===== src/rtl/wifi_cmd_sequencer_pkg.sv =====
// Shared definitions for the WiFi command sequencer: FSM state encodings,
// byte/entry widths and the default handshake timeout.
package wifi_cmd_sequencer_pkg;

  localparam int BYTE_W          = 8;
  localparam int ENTRY_W         = 2 * BYTE_W;
  localparam int DEF_TIMEOUT_CYC = 50000;

  typedef enum logic [1:0] {
    S_IDLE      = 2'd0,
    S_LOAD      = 2'd1,
    S_START     = 2'd2,
    S_WAIT_DONE = 2'd3
  } seq_state_e;

  // Queue entries are stored as {comando, dato}.
  function automatic logic [ENTRY_W-1:0] pack_entry(input logic [BYTE_W-1:0] cmd,
                                                    input logic [BYTE_W-1:0] dat);
    return {cmd, dat};
  endfunction

endpackage


===== src/rtl/wifi_cmd_sequencer_cmd_fifo.sv =====
// cmd_fifo: synchronous FIFO holding {comando, dato} entries; the head entry is
// valid on dout whenever empty is low. Push while full is dropped, flush wins over push/pop.
module cmd_fifo
  import wifi_cmd_sequencer_pkg::*;
#(
  parameter int WIDTH      = ENTRY_W,
  parameter int DEPTH_LOG2 = 3
) (
  input  logic                  clk,
  input  logic                  rst,
  input  logic                  push,
  input  logic                  pop,
  input  logic                  flush,
  input  logic [WIDTH-1:0]      din,
  output logic                  full,
  output logic                  empty,
  output logic [DEPTH_LOG2:0]   count,
  output logic [WIDTH-1:0]      dout
);

  localparam int                  DEPTH     = 1 << DEPTH_LOG2;
  localparam logic [DEPTH_LOG2:0] DEPTH_C   = (DEPTH_LOG2 + 1)'(DEPTH);
  localparam logic [DEPTH_LOG2:0] CNT_ZERO  = {(DEPTH_LOG2 + 1){1'b0}};
  localparam logic [DEPTH_LOG2-1:0] PTR_ZERO = {DEPTH_LOG2{1'b0}};

  logic [WIDTH-1:0]      mem_r [DEPTH];
  logic [DEPTH_LOG2-1:0] wr_ptr_r;
  logic [DEPTH_LOG2-1:0] rd_ptr_r;
  logic [DEPTH_LOG2:0]   count_r;
  logic                  wr_en_s;
  logic                  rd_en_s;

  assign full    = (count_r == DEPTH_C);
  assign empty   = (count_r == CNT_ZERO);
  assign count   = count_r;
  assign dout    = mem_r[rd_ptr_r];
  assign wr_en_s = push & ~full & ~flush;
  assign rd_en_s = pop & ~empty & ~flush;

  // Pointer and occupancy bookkeeping; pointers wrap naturally at DEPTH.
  always_ff @(posedge clk) begin
    if (rst) begin
      wr_ptr_r <= PTR_ZERO;
      rd_ptr_r <= PTR_ZERO;
      count_r  <= CNT_ZERO;
    end else if (flush) begin
      wr_ptr_r <= PTR_ZERO;
      rd_ptr_r <= PTR_ZERO;
      count_r  <= CNT_ZERO;
    end else begin
      if (wr_en_s) begin
        wr_ptr_r <= wr_ptr_r + 1'b1;
      end
      if (rd_en_s) begin
        rd_ptr_r <= rd_ptr_r + 1'b1;
      end
      case ({wr_en_s, rd_en_s})
        2'b10:   count_r <= count_r + 1'b1;
        2'b01:   count_r <= count_r - 1'b1;
        default: count_r <= count_r;
      endcase
    end
  end

  // Entry storage; contents beyond the occupied window are don't-care.
  always_ff @(posedge clk) begin
    if (wr_en_s) begin
      mem_r[wr_ptr_r] <= din;
    end
  end

endmodule


===== src/rtl/wifi_cmd_sequencer.sv =====
// wifi_cmd_sequencer: queues {comando, dato} pairs and issues them one at a time to the
// WiFi TX engine over start/bussy. Optional handshake timeout enabled by SEQ_TIMEOUT_EN.
module wifi_cmd_sequencer
  import wifi_cmd_sequencer_pkg::*;
#(
  parameter int DEPTH_LOG2  = 3,
  parameter int TIMEOUT_CYC = DEF_TIMEOUT_CYC
) (
  input  logic                clk,
  input  logic                rst,
  input  logic                push,
  input  logic [BYTE_W-1:0]   cmd_in,
  input  logic [BYTE_W-1:0]   dat_in,
  input  logic                flush,
  output logic                full,
  output logic [DEPTH_LOG2:0] count,
  output logic                ovf,
  output logic                seq_busy,
  output logic [BYTE_W-1:0]   eng_comando,
  output logic [BYTE_W-1:0]   eng_dato,
  output logic                eng_start,
  input  logic                eng_bussy,
  output logic                err_to
);

  seq_state_e          state_r;
  seq_state_e          state_s;
  logic                pop_s;
  logic                eng_start_r;
  logic                eng_start_s;
  logic                ovf_r;
  logic [BYTE_W-1:0]   eng_comando_r;
  logic [BYTE_W-1:0]   eng_dato_r;
  logic                fifo_full_s;
  logic                fifo_empty_s;
  logic [DEPTH_LOG2:0] fifo_count_s;
  logic [ENTRY_W-1:0]  fifo_dout_s;
  logic                timeout_hit_s;

  cmd_fifo #(
    .WIDTH      (ENTRY_W),
    .DEPTH_LOG2 (DEPTH_LOG2)
  ) u_cmd_fifo (
    .clk   (clk),
    .rst   (rst),
    .push  (push),
    .pop   (pop_s),
    .flush (flush),
    .din   (pack_entry(cmd_in, dat_in)),
    .full  (fifo_full_s),
    .empty (fifo_empty_s),
    .count (fifo_count_s),
    .dout  (fifo_dout_s)
  );

  assign full        = fifo_full_s;
  assign count       = fifo_count_s;
  assign ovf         = ovf_r;
  assign seq_busy    = ~fifo_empty_s | (state_r != S_IDLE);
  assign eng_comando = eng_comando_r;
  assign eng_dato    = eng_dato_r;
  assign eng_start   = eng_start_r;

`ifdef SEQ_TIMEOUT_EN
  localparam logic [31:0] TIMEOUT_LAST_C = 32'(TIMEOUT_CYC - 1);

  logic [31:0] phase_cnt_r;
  logic        err_to_r;

  assign timeout_hit_s = (phase_cnt_r == TIMEOUT_LAST_C);
  assign err_to        = err_to_r;

  // Phase counter restarts on every state change, so it measures time spent in the current phase.
  always_ff @(posedge clk) begin
    if (rst) begin
      phase_cnt_r <= 32'd0;
    end else if (state_s != state_r) begin
      phase_cnt_r <= 32'd0;
    end else begin
      phase_cnt_r <= phase_cnt_r + 32'd1;
    end
  end

  // Sticky timeout flag, raised only when the handshake phase is abandoned.
  always_ff @(posedge clk) begin
    if (rst) begin
      err_to_r <= 1'b0;
    end else if (flush) begin
      err_to_r <= 1'b0;
    end else if (timeout_hit_s &&
                 (((state_r == S_START) && !eng_bussy) ||
                  ((state_r == S_WAIT_DONE) && eng_bussy))) begin
      err_to_r <= 1'b1;
    end else begin
      err_to_r <= err_to_r;
    end
  end
`else
  assign timeout_hit_s = 1'b0;
  assign err_to        = 1'b0;
`endif

  // FSM state register.
  always_ff @(posedge clk) begin
    if (rst) begin
      state_r <= S_IDLE;
    end else begin
      state_r <= state_s;
    end
  end

  // Next-state, pop request and next eng_start level.
  always_comb begin
    state_s     = state_r;
    pop_s       = 1'b0;
    eng_start_s = eng_start_r;
    case (state_r)
      S_IDLE: begin
        eng_start_s = 1'b0;
        // A flush in the same cycle must not let the head escape into flight.
        if (!fifo_empty_s && !eng_bussy && !flush) begin
          pop_s   = 1'b1;
          state_s = S_LOAD;
        end else begin
          state_s = S_IDLE;
        end
      end
      S_LOAD: begin
        state_s     = S_START;
        eng_start_s = 1'b1;
      end
      S_START: begin
        if (eng_bussy) begin
          state_s     = S_WAIT_DONE;
          eng_start_s = 1'b0;
        end else if (timeout_hit_s) begin
          state_s     = S_IDLE;
          eng_start_s = 1'b0;
        end else begin
          state_s     = S_START;
          eng_start_s = 1'b1;
        end
      end
      S_WAIT_DONE: begin
        eng_start_s = 1'b0;
        if (!eng_bussy || timeout_hit_s) begin
          state_s = S_IDLE;
        end else begin
          state_s = S_WAIT_DONE;
        end
      end
      default: begin
        state_s     = S_IDLE;
        eng_start_s = 1'b0;
      end
    endcase
  end

  // Registered engine interface and sticky overflow flag.
  always_ff @(posedge clk) begin
    if (rst) begin
      eng_start_r   <= 1'b0;
      eng_comando_r <= {BYTE_W{1'b0}};
      eng_dato_r    <= {BYTE_W{1'b0}};
      ovf_r         <= 1'b0;
    end else begin
      eng_start_r <= eng_start_s;
      if (pop_s) begin
        eng_comando_r <= fifo_dout_s[ENTRY_W-1:BYTE_W];
        eng_dato_r    <= fifo_dout_s[BYTE_W-1:0];
      end
      if (flush) begin
        ovf_r <= 1'b0;
      end else if (push && fifo_full_s) begin
        ovf_r <= 1'b1;
      end
    end
  end

endmodule


===== config.mk =====
export PLATFORM = sky130hd
export DESIGN_NAME = wifi_cmd_sequencer
export DESIGN_NICKNAME = d
export VERILOG_FILES = /design/src/rtl/wifi_cmd_sequencer_pkg.sv /design/src/rtl/wifi_cmd_sequencer_cmd_fifo.sv /design/src/rtl/wifi_cmd_sequencer.sv
export SDC_FILE = /design/constraint.sdc
export NUM_CORES = 1
export LEC_CHECK = 0
export BUFFER_PORTS_ARGS = -buffer_cell sky130_fd_sc_hd__buf_2
export CORE_UTILIZATION = 65
export CTS_BUF_LIST = sky130_fd_sc_hd__clkbuf_2 sky130_fd_sc_hd__clkbuf_4 sky130_fd_sc_hd__clkbuf_8
export DETAILED_ROUTE_END_ITERATION = 8
export GPL_ROUTABILITY_DRIVEN = 0
export PLACE_DENSITY = 0.85
export REMOVE_ABC_BUFFERS = 1
export SLEW_MARGIN = 10
export SYNTH_ARGS = -nofsm -noshare
export SYNTH_HDL_FRONTEND = slang
export SYNTH_SLANG_ARGS = --single-unit

===== constraint.sdc =====
create_clock -name clk -period 4.03 [get_ports clk]
set_input_delay 0.403 -clock clk [delete_from_list [all_inputs] [get_ports clk]]
set_output_delay 0.403 -clock clk [all_outputs]
set_load 0.03 [all_outputs]

==> flow_summary.json <==
{
  "outcome": "completed",
  "yosys.area.top_type_share": 0.618,
  "timing.critical_path.arrival_ns": 3.17,
  "critPathKind": "reg -> reg",
  "crit_slowest_cell": "and2_4",
  "critical_path_launch_point_type": "flop",
  "layout-area-overhead-vs-synth_pct": 11.9,
  "post-route-drc-count": 0,
  "antenna_left": 0,
  "io_pins": 46,
  "tritoncts.num_buffers": 17,
  "timing.critical_path.slowest_cell_delay_ns": 0.52,
  "core_area_um2": 9240,
  "timing_hold_violations_final": 0,
  "num-nets-final": 427,
  "worstSkewPairLatency_ns": 0.43,
  "number_of_placement_rows": 35,
  "multi_input_area_um2": 1650,
  "worst_pin_slew_ns": 1.02,
  "setup-tns-final_ns": 0,
  "synth_area_um2": 6220,
  "grt_remaining_overflow": 0,
  "via_density_per_instance": 5.96,
  "clkSinkCount": 158,
  "yosys_register_bits": 158,
  "track_usage": 0.253,
  "setup_viol": 0,
  "crit_path_end_kind": "flop",
  "grt_pass1_wl_um": 17400,
  "die_width_um": 99.9,
  "hpwlAfterDp_um": 6590,
  "netlist_instances": 344,
  "hold_buffers": 0,
  "layout-drive-gt1-share": 0.359,
  "drv_cap": 0,
  "routedWlPerCell_um": 21.3,
  "regToRegSetupSlack_ns": 1.17,
  "number_of_enable_type_register_cells_in_the_synthesized_netlist": 128,
  "cp_max_fo": 19,
  "critical-path-top-cell-by-count": "ha_1",
  "drt_pass1_iterations": 4,
  "mostFrequentLayoutCell": "edfxtp_1",
  "crit_chain": "inv_1, ha_1, nor3b_2, and2_4, ha_1, ha_1, a21oi_1, a211oi_1, o21ai_0, o31ai_1",
  "hold_ep": "u_cmd_fifo.mem_r[4][13]$_DFFE_PP_",
  "first_iter_violations": 287,
  "timing.reg2reg.worst_path_depth": 10,
  "final-max-slew-violation-count": 0,
  "worst_clock_skew_ns": 0.0149,
  "yosys_warnings": 0,
  "place.port_buffers": 44,
  "clock_pin_slew_of_the_registers_on_the_worst_case_setup_and_hold_paths_ns": 0.09,
  "fillers": 544,
  "grt_pass1_vias": 3201,
  "final.min_clock_period_ns": 2.86,
  "drt-total-wl_um": 11400,
  "worst_path_dominant_cell_family": "simple AND/OR/NAND/NOR gates",
  "route.vias.total": 3204,
  "post_synthesis_average_cell_area_um2": 18.1,
  "r2r_start": "state_r[0]$_SDFF_PP0_",
  "num_antenna_cells": 0,
  "yosysTopAreaCell": "edfxtp_1",
  "cts.htree.levels": 4,
  "post_synth_main_area_contributors": "edfxtp_1, mux4_2, dfxtp_1",
  "p_per_area_nw_per_um2": 436,
  "vdd.ir_drop.worst_mv": 0.406,
  "yosysUniqueCellTypes": 39,
  "finalCritPeriodShare": 0.709,
  "max_freq_mhz": 350,
  "clk_path_buf_depth": 2,
  "synth_flop_cell": "edfxtp_1",
  "max-slew-margin-rel": 0.316,
  "cts_tree": "done",
  "antenna_found_initial": 0,
  "floorplan.initialDensity": 0.674,
  "synthArstFlopShare": 0,
  "grt_max_degree": 35,
  "design.die.area_um2": 9970,
  "clock_tree_root_driver_cell": "clkbuf_8",
  "leakage_nw": 2.33,
  "holdCritStartpoint": "cmd_in[5]",
  "post_cts_buffers": 0,
  "whs_ns": 0.222,
  "die_h_um": 99.9,
  "timing.critical_path.required_ns": 4.34,
  "worst_hold_path.num_cells": 1,
  "cts.repair.resized": 0,
  "layout_common_cells": "edfxtp_1, buf_2, mux4_2, nor2_1, dfxtp_1",
  "worst_hold_path_type": "in -> reg",
  "timing.rr.end": "u_cmd_fifo.count[3]$_SDFFE_PP0P_",
  "sequential_cell_area_um2": 4450,
  "synth_seq_area_share": 0.714,
  "critical_path_buf_inv_count": 1,
  "grt_setup_unrepaired": "no"
}
-- state kept, by name, indices dropped and copies added, names as in the netlist --
name,count
u_cmd_fifo.count,4
eng_comando,8
u_cmd_fifo.mem_r,128
u_cmd_fifo.rd_ptr_r,3
state_r,2
eng_start,1
u_cmd_fifo.wr_ptr_r,3
eng_dato,8
ovf,1
-- how the worst max path moves through the flow --
stage,startpoint,end,depth (start not counted)
floorplan,u_cmd_fifo.count[0]$_SDFFE_PP0P_,u_cmd_fifo.mem_r[0][0]$_DFFE_PP_,4
global placement,flush,u_cmd_fifo.count[3]$_SDFFE_PP0P_,9
detailed placement,state_r[0]$_SDFF_PP0_,u_cmd_fifo.count[3]$_SDFFE_PP0P_,10
CTS,state_r[0]$_SDFF_PP0_,u_cmd_fifo.count[3]$_SDFFE_PP0P_,10
global route,state_r[0]$_SDFF_PP0_,u_cmd_fifo.count[3]$_SDFFE_PP0P_,10
finish,state_r[0]$_SDFF_PP0_,u_cmd_fifo.count[3]$_SDFFE_PP0P_,10
-- metal layers --
metal  global-route usage  routed length (um)  vias to the layer above
met5                    0                   0                        -
li1                     -                   -                     1448
met2                0.430                6060                      125
met1                0.315                4440                     1623
met4                0.115                 102                        0
met3               0.0536                 833                        8
-- cell usage after synthesis (2+ instances only) --
master and number:
nor2_4 9, ha_1 9, and4b_1 2, o22ai_1 16
nor3_1 7, mux4_2 32, inv_1 9, a21oi_1 7
xor2_1 2, nor2_1 30, nand2b_1 2, or2_2 2
nand2_1 5, dfxtp_1 30, edfxtp_1 128, a211oi_1 2
mux2i_1 2, buf_6 4, buf_2 4, xnor2_1 3
nand3_1 3, nor3_2 11, clkbuf_1 7, o21ai_0 3
-- through the flow --
stage	power [mW]	area, um^2	util	std cells	setup WS (ns)
6_report	3.04	6960	0.754	538	1.17
3_5_place_dp	1.91	6560	0.710	506	1.20
2_1_floorplan	1.87	6100	-	326	1.23
5_1_grt	3.12	6960	0.754	538	0.962
4_1_cts	3.05	6960	0.754	538	1.17
3_3_place_gp	1.91	6560	0.710	506	1.38
-- cell type report --
type,instances,area share
clock inverters,14,0.0232
multi-input cells,159,0.236
clock buffers,18,0.0347
inverters,9,0.00485
repair buffers,51,0.0392
well taps,129,0.0232
flip-flops and latches,158,0.639
-- report_power, final --
part           total [mW]  internal [mW]  switching [mW]
logic              0.0964         0.0326          0.0638
clock network        1.16          0.571           0.588
registers            1.78           1.77         0.00781
total                3.04           2.38           0.660
-- cell families after synthesis --
group                      Yosys count  share of synthesized area
DFF                                158                      0.714
and+or+nand+nor                     79                     0.0840
muxes                               34                      0.119
AOI/OAI and AO/OA                   30                     0.0287
buffers and inverters               27                     0.0251
adders and majority gates           10                     0.0213
xor gates and xnor gates             5                    0.00704
other                                1                   0.000603
(Power assumes the default switching activity.)
